===== config.mk =====
export PLATFORM = sky130hd
export DESIGN_NAME = key_storage_ctrl
export DESIGN_NICKNAME = d
export VERILOG_FILES = /design/src/rtl/key_storage_ctrl.sv
export SDC_FILE = /design/constraint.sdc
export NUM_CORES = 1
export LEC_CHECK = 0
export CORE_AREA = 2 2 71 73
export DETAILED_ROUTE_END_ITERATION = 10
export DIE_AREA = 0 0 73 75
export GPL_TIMING_DRIVEN = 0
export PLACE_DENSITY = 0.75
export SLEW_MARGIN = 10
export SYNTH_ARGS = -nofsm -noshare
export SYNTH_HDL_FRONTEND = slang
export SYNTH_SLANG_ARGS = --single-unit

===== constraint.sdc =====
create_clock -name clk -period 1.3 [get_ports clk]
set_input_delay 0.26 -clock clk [delete_from_list [all_inputs] [get_ports clk]]
set_output_delay 0.26 -clock clk [all_outputs]
set_load 0.01 [all_outputs]

===== src/rtl/key_storage_ctrl.sv =====
// Sequencing controller for the round-key circular LIFO: loads DEPTH keys in generation
// order, then serves them in reverse order by rotating the LIFO, replaying indefinitely.
module key_storage_ctrl #(
  parameter int unsigned WIDTH = 32,
  parameter int unsigned DEPTH = 8,
  parameter int unsigned CW    = $clog2(DEPTH)
) (
  input  logic             clk,
  input  logic             rst,
  input  logic             load_start,
  input  logic [WIDTH-1:0] key_in,
  input  logic             key_valid,
  output logic             key_ready,
  output logic [WIDTH-1:0] out_key,
  output logic [CW-1:0]    out_idx,
  output logic             out_last,
  output logic             out_valid,
  input  logic             out_ready,
  output logic             loaded,
  output logic [WIDTH-1:0] lifo_din,
  input  logic [WIDTH-1:0] lifo_dout,
  output logic             lifo_en,
  output logic             lifo_push
);

  typedef enum logic [1:0] {StIdle, StLoad, StReady} state_e;

  localparam logic [CW-1:0] LastIdx = CW'(DEPTH - 1);

  state_e        state_q, state_d;
  logic [CW-1:0] wr_cnt_q, wr_cnt_d;
  logic [CW-1:0] rd_cnt_q, rd_cnt_d;
  logic          key_hs, out_hs;

  assign lifo_din = key_in;
  assign out_key  = lifo_dout;

  always_ff @(posedge clk or negedge rst) begin
    if (!rst) begin
      state_q  <= StIdle;
      wr_cnt_q <= '0;
      rd_cnt_q <= '0;
    end else begin
      state_q  <= state_d;
      wr_cnt_q <= wr_cnt_d;
      rd_cnt_q <= rd_cnt_d;
    end
  end

  always_comb begin
    state_d  = state_q;
    wr_cnt_d = wr_cnt_q;
    rd_cnt_d = rd_cnt_q;
    if (load_start) begin
      // A new load always wins, abandoning whatever was in progress.
      state_d  = StLoad;
      wr_cnt_d = '0;
      rd_cnt_d = '0;
    end else begin
      case (state_q)
        StLoad: begin
          if (key_hs) begin
            if (wr_cnt_q == LastIdx) begin
              state_d  = StReady;
              wr_cnt_d = '0;
              rd_cnt_d = '0;
            end else begin
              wr_cnt_d = wr_cnt_q + CW'(1);
            end
          end
        end
        StReady: begin
          if (out_hs) begin
            rd_cnt_d = (rd_cnt_q == LastIdx) ? '0 : rd_cnt_q + CW'(1);
          end
        end
        default: ;
      endcase
    end
  end

  always_comb begin
    key_ready = (state_q == StLoad) && !load_start;
    out_valid = (state_q == StReady) && !load_start;
    key_hs    = key_valid && key_ready;
    out_hs    = out_valid && out_ready;
    lifo_en   = key_hs || out_hs;
    lifo_push = (state_q == StLoad);
    loaded    = (state_q == StReady);
    out_idx   = LastIdx - rd_cnt_q;
    out_last  = out_valid && (rd_cnt_q == LastIdx);
  end

endmodule

==> results.cfg, run 1 <==
[synthesis]
avgSynthCellArea_sq_um = 8.61
synth_warnings = 0
yosysSeqAreaShare_pct = 20.9
syn_area_sq_um = 956
yosys.cell_types.count = 22
syn_inst = 111
synth_nets = 184
ys_ff_latch = 8

[timing]
hold_violations = 0
final_max_slew_viol_count = 0
slew_headroom_pct = 72.9
grt_setup_unrepaired = yes
setup_tns_ns = -1.03
hold_ws_ns = 0.323
tightest_slew_ns = 0.405
finClkSkew_ns = 0.000263
min_period_ns = 1.54
setup_slack_ns = -0.242
fmax_ghz = 0.649
period_share_pct = 119
setup_viol = 8

[placement]
hpwl_microns = 2120
routabilityCongestion = 0.752
place_area_sq_um = 1810
preCtsSetupSlack_ns = -0.700
io_buffers = 77

[detailed_routing]
drtAntennaViolNets = 0
avgRoutedWirePerCell_microns = 11.7
wl_microns = 3090
first_pass_iters = 4
drtIter0Drc = 31
drc = 0
viasPerCell = 4.09
vias = 1079

[clock_network]
cts.path.max_buffers = 2
clkSinkCount = 8
cts_tree = done
clkLatencyLatePin_ns = 0.23
clk_transition_reported_paths_ns = 0.04
cts_hold_buf = 0
numCtsBuffers = 3
htreeDepth = 1
cts_root_buffer = clkbuf_8

[worst_setup_path]
critPathArrivalTime_ns = 1.28
worstSetupPathType = reg -> out
path_max_fanout = 4
required_ns = 1.04
critPathLaunchType = flip-flop
crit_path_end_kind = output pin

[outcome]
status = finished, violations left
violations = setup timing

[cells_and_area]
final_area_sq_um = 2080
final_common_cell = buf_4
areaGrowthSynthToFinish_pct = 118
drive_gt1_share_pct = 55.7
n_antenna_cell = 0
nets = 285
layout_common_cells = buf_4 (79), clkdlybuf4s50_1 (66), buf_6 (7)
final_core_util_pct = 44.7

[pwr]
p_leak_uw = 0.000957
ir_worst_vdd_mv = 0.432
cellPowerDensity_nw_per_um2 = 504

[grt]
grt_util_met3_pct = 1.47
grt_antenna_before_repair = 0
grt_pass1_wl_microns = 3790
track_usage_pct = 8.96
met1_usage_pct = 9.82
met2_usage_pct = 16.7
grt-ovfl-total = 0
busiest_layer = met2
grt_pass1_vias = 880
grt_start_max_net_pins = 9

[min_path]
hold_class = in -> async

[floorplanning]
start_util_pct = 20.5
die_area_sq_um = 5480
io_pins = 142
core-area_sq_um = 4660
die_x_microns = 73
die_h_microns = 75
rows = 25

[flow_run]
cap_violations = 0
[stage by stage]
| stage | std cells | power [uW] |
|---|---|---|
| finish | 264 | 1050 |
| CTS | 255 | 1040 |
| global route | 264 | 1090 |
| detailed placement | 242 | 716 |
| floorplan | 111 | 485 |
| global placement | 242 | 709 |
[synthesized netlist by cell type, drive strengths merged]
cell type	number	area (sq um)
a2111o	1	11.3
a21o	1	7.51
a21oi	7	35.0
and2	1	6.26
and3b	1	8.76
buf	64	480
clkbuf	1	3.75
dfrtp	8	200
ha	4	50.1
inv	5	18.8
mux2i	1	10.0
nand2	2	7.51
nand2b	1	6.26
nand3	3	15.0
nand3b	2	18.8
nand4b	3	41.3
nor2	2	7.51
nor2b	2	12.5
or3	1	6.26
or3b	1	8.76
[final cells by class]
class                      count  area [sq um]
fill                         450          2580
sequential                     8           204
tap                           54          67.6
buffer                        65           494
multi-input combinational     33           353
timing repair buffer          96           903
inverter                       5          18.8
clock buffer                   3          41.3
[sequential cells by signal (all words and copies together) (netlist names)]
signal	cells
wr_cnt_q	3
state_q	2
rd_cnt_q	3
[worst max-delay path, cell delays in order, from the launching register on]
cell and delay, ns:
dfrtp_2 0.41, buf_6 0.13, nand3b_1 0.19, a21oi_2 0.16, buf_2 0.15
[where the power goes]
group | total [uW] | internal, uW | switching (uW) | leakage (uW)
sequential | 259 | 255 | 4.07 | 0.000102
clock | 315 | 202 | 113 | 0.0000216
combinational | 475 | 329 | 146 | 0.000834
total | 1050 | 785 | 263 | 0.000957
[cells by family after synthesis]
| group | share of synthesized area (%) |
|---|---|
| buf+inv | 52.6 |
| simple gates | 14.5 |
| compound gates | 5.63 |
| flops | 20.9 |
| fa+ha+maj | 5.24 |
| mux | 1.05 |
[routing by layer]
layer	routed length (microns)	vias up
li1	-	496
met1	1070	489
met2	1650	90
met3	327	4
met4	36	0
met5	0	-
[path summary, 6_finish.rpt]
path                                  start           to  slack [ns]  cells past startpoint
worst min-delay path                    rst  rd_cnt_q[2]        0.32                      1
max in group asynchronous               rst  rd_cnt_q[1]        0.67                      1
min in group clk                  key_valid   state_q[1]        0.59                      3
worst max-delay path             state_q[0]      lifo_en       -0.24                      4
worst min register to register  wr_cnt_q[2]  wr_cnt_q[2]        0.60                      2
worst max register to register   state_q[0]  rd_cnt_q[0]       -0.24                      5
[what timing repair did]
item                                    4_1_cts  5_1_grt
endpoints found under the setup margin       12       11
buffers inserted                             10        9
pin swaps                                     7        7
cloned                                        0        0
gates resized for setup                      50       16
Power figures use the tool's default switching activity.
==> inputs of run 2 (changes only) <==
- CORE_AREA: 2 2 71 73 -> 2 2 68 70
- DIE_AREA: 0 0 73 75 -> 0 0 70 72
- PLACE_DENSITY: 0.75 -> 0.78
- clock period: 1.3 -> 1.6 ns (I/O delays scaled with it)
==> run 2 against run 1 <==
- the flow now finishes without violations
- clock skew is 0.0010 ns higher
- flip-flop and latch count stayed put
- design area is 9.6% lower
- hold slack better by 0.056 ns
==> results.cfg, run 2 (same netlist as run 1, synthesis figures left out) <==
[outcome]
status = complete, no violations

[floorplanning]
rows = 24
io_pins = 142
start_util_pct = 22.4
die_x_microns = 70
die_h_microns = 72
core-area_sq_um = 4260
die_area_sq_um = 5040

[clock_network]
clkSinkCount = 8
clk_transition_reported_paths_ns = 0.04
htreeDepth = 1
cts_tree = done
numCtsBuffers = 3
clkLatencyLatePin_ns = 0.23
cts.path.max_buffers = 2
cts_root_buffer = clkbuf_8

[detailed_routing]
first_pass_iters = 4
avgRoutedWirePerCell_microns = 10.5
vias = 981
wl_microns = 2600
viasPerCell = 3.96
drtIter0Drc = 44
drtAntennaViolNets = 0
drc = 0

[timing]
min_period_ns = 1.59
setup_tns_ns = 0
final_max_slew_viol_count = 0
setup_viol = 0
fmax_ghz = 0.628
slew_headroom_pct = 74.3
hold_violations = 0
grt_setup_unrepaired = yes
period_share_pct = 99.6
tightest_slew_ns = 0.384
finClkSkew_ns = 0.00126

[worst_setup_path]
max_stage_delay_ns = 0.43
cp_top_family = flip-flops
required_ns = 1.28
worstSetupPathType = reg -> out
critPathLaunchType = flip-flop
path_buf_inv = 2
r2r_start = wr_cnt_q[0]
r2r_cells = 5
critPathArrivalTime_ns = 1.27
crit_chain = buf_6, nand3b_1, a21oi_2, buf_2
path_max_fanout = 5
crit_path_end_kind = output pin
slowest_stage = dfrtp_2
rrSetupSlack_ns = 0.08
crit_cells = 4
r2r-end = rd_cnt_q[0]

[grt]
grt_antenna_before_repair = 0
track_usage_pct = 9.36
grt_pass1_vias = 866
grt_start_max_net_pins = 11
grt_pass1_wl_microns = 3860
grt-ovfl-total = 0

[placement]
io_buffers = 77
hpwl_microns = 2110
routabilityCongestion = 0.766
dp.cells = 240
place_area_sq_um = 1790

[cells_and_area]
nets = 271
drive_gt1_share_pct = 43.4
layout_common_cells = clkdlybuf4s50_1 (69), buf_4 (68), a21oi_1 (6), dfrtp_1 (6), inv_1 (5)
ff_latch_area_sq_um = 203
multiInputGateArea_sq_um = 273
n_antenna_cell = 0
num-fill-cells = 426
finalNonFillerCells = 248
reg.largest.list = rd_cnt_q (3), wr_cnt_q (3), state_q (2)
final_core_util_pct = 44.1
final_common_cell = clkdlybuf4s50_1
final_area_sq_um = 1880
areaGrowthSynthToFinish_pct = 96.9

[pwr]
p_leak_uw = 0.000882
fin_total_pwr_uw = 818
ir_worst_vdd_mv = 0.198
cellPowerDensity_nw_per_um2 = 435

[min_path]
hold_class = in -> async

[flow_run]
cap_violations = 0
run 2: cell types whose count changed in the layout (fill, tap and decap cells not counted), moves of 2 or more:
cell,previous run,this run
a21oi_1,2,6
a21oi_2,5,1
buf_4,79,68
buf_6,7,1
clkdlybuf4s50_1,66,69
ha_1,0,2
ha_4,3,0
run 2: area by class of cell:
type                            count  share of cell area [%]
Inverter                            5                   0.997
Sequential cell                     8                    10.8
Tap cell                           52                    3.46
Multi-Input combinational cell     33                    14.5
Clock buffer                        3                    2.19
Buffer                             65                    26.3
Timing Repair Buffer               82                    41.8
run 2: timing repair:
action                     CTS  global route
setup endpoints to repair    6             4
hold buffers                 0             0
setup buffers                4             1
gates resized for setup     23             7
pin swaps                    1             1
run 2: how the worst max path moves through the flow:
stage / slack, ns / start / to
after floorplan: 0.20 / wr_cnt_q[0] / rd_cnt_q[0]
after global placement: -0.49 / load_start / key_ready
after detailed placement: -0.48 / load_start / key_ready
after CTS: 0.0008 / state_q[0] / lifo_en
after global routing: -0.06 / state_q[0] / lifo_en
final: 0.007 / state_q[0] / lifo_en
run 2: worst register-to-register path, stage by stage (launching register included):
cell	delay [ns]
dfrtp_1	0.36
ha_1	0.16
ha_1	0.22
nand4b_4	0.16
a2111o_1	0.44
a21oi_1	0.12
run 2: stage by stage:
stage	setup slack (ns)	hold slack, ns
floorplan	0.197	0.0244
global placement	-0.488	0.517
detailed placement	-0.477	0.535
CTS	0.000801	0.388
global route	-0.0588	0.407
finish	0.00662	0.379
run 2: power breakdown:
part | internal, uW | switching, uW | leakage [uW]
registers | 207 | 2.45 | 0.000103
logic | 254 | 111 | 0.000757
clock network | 163 | 80.0 | 0.0000216
run 2: metal layers:
metal | share of wire (%) | track usage, %
met1 | 31 | 9.69
met2 | 47 | 15.4
met3 | 20 | 4.44
met4 | 2.3 | 5.77
met5 | 0 | 0
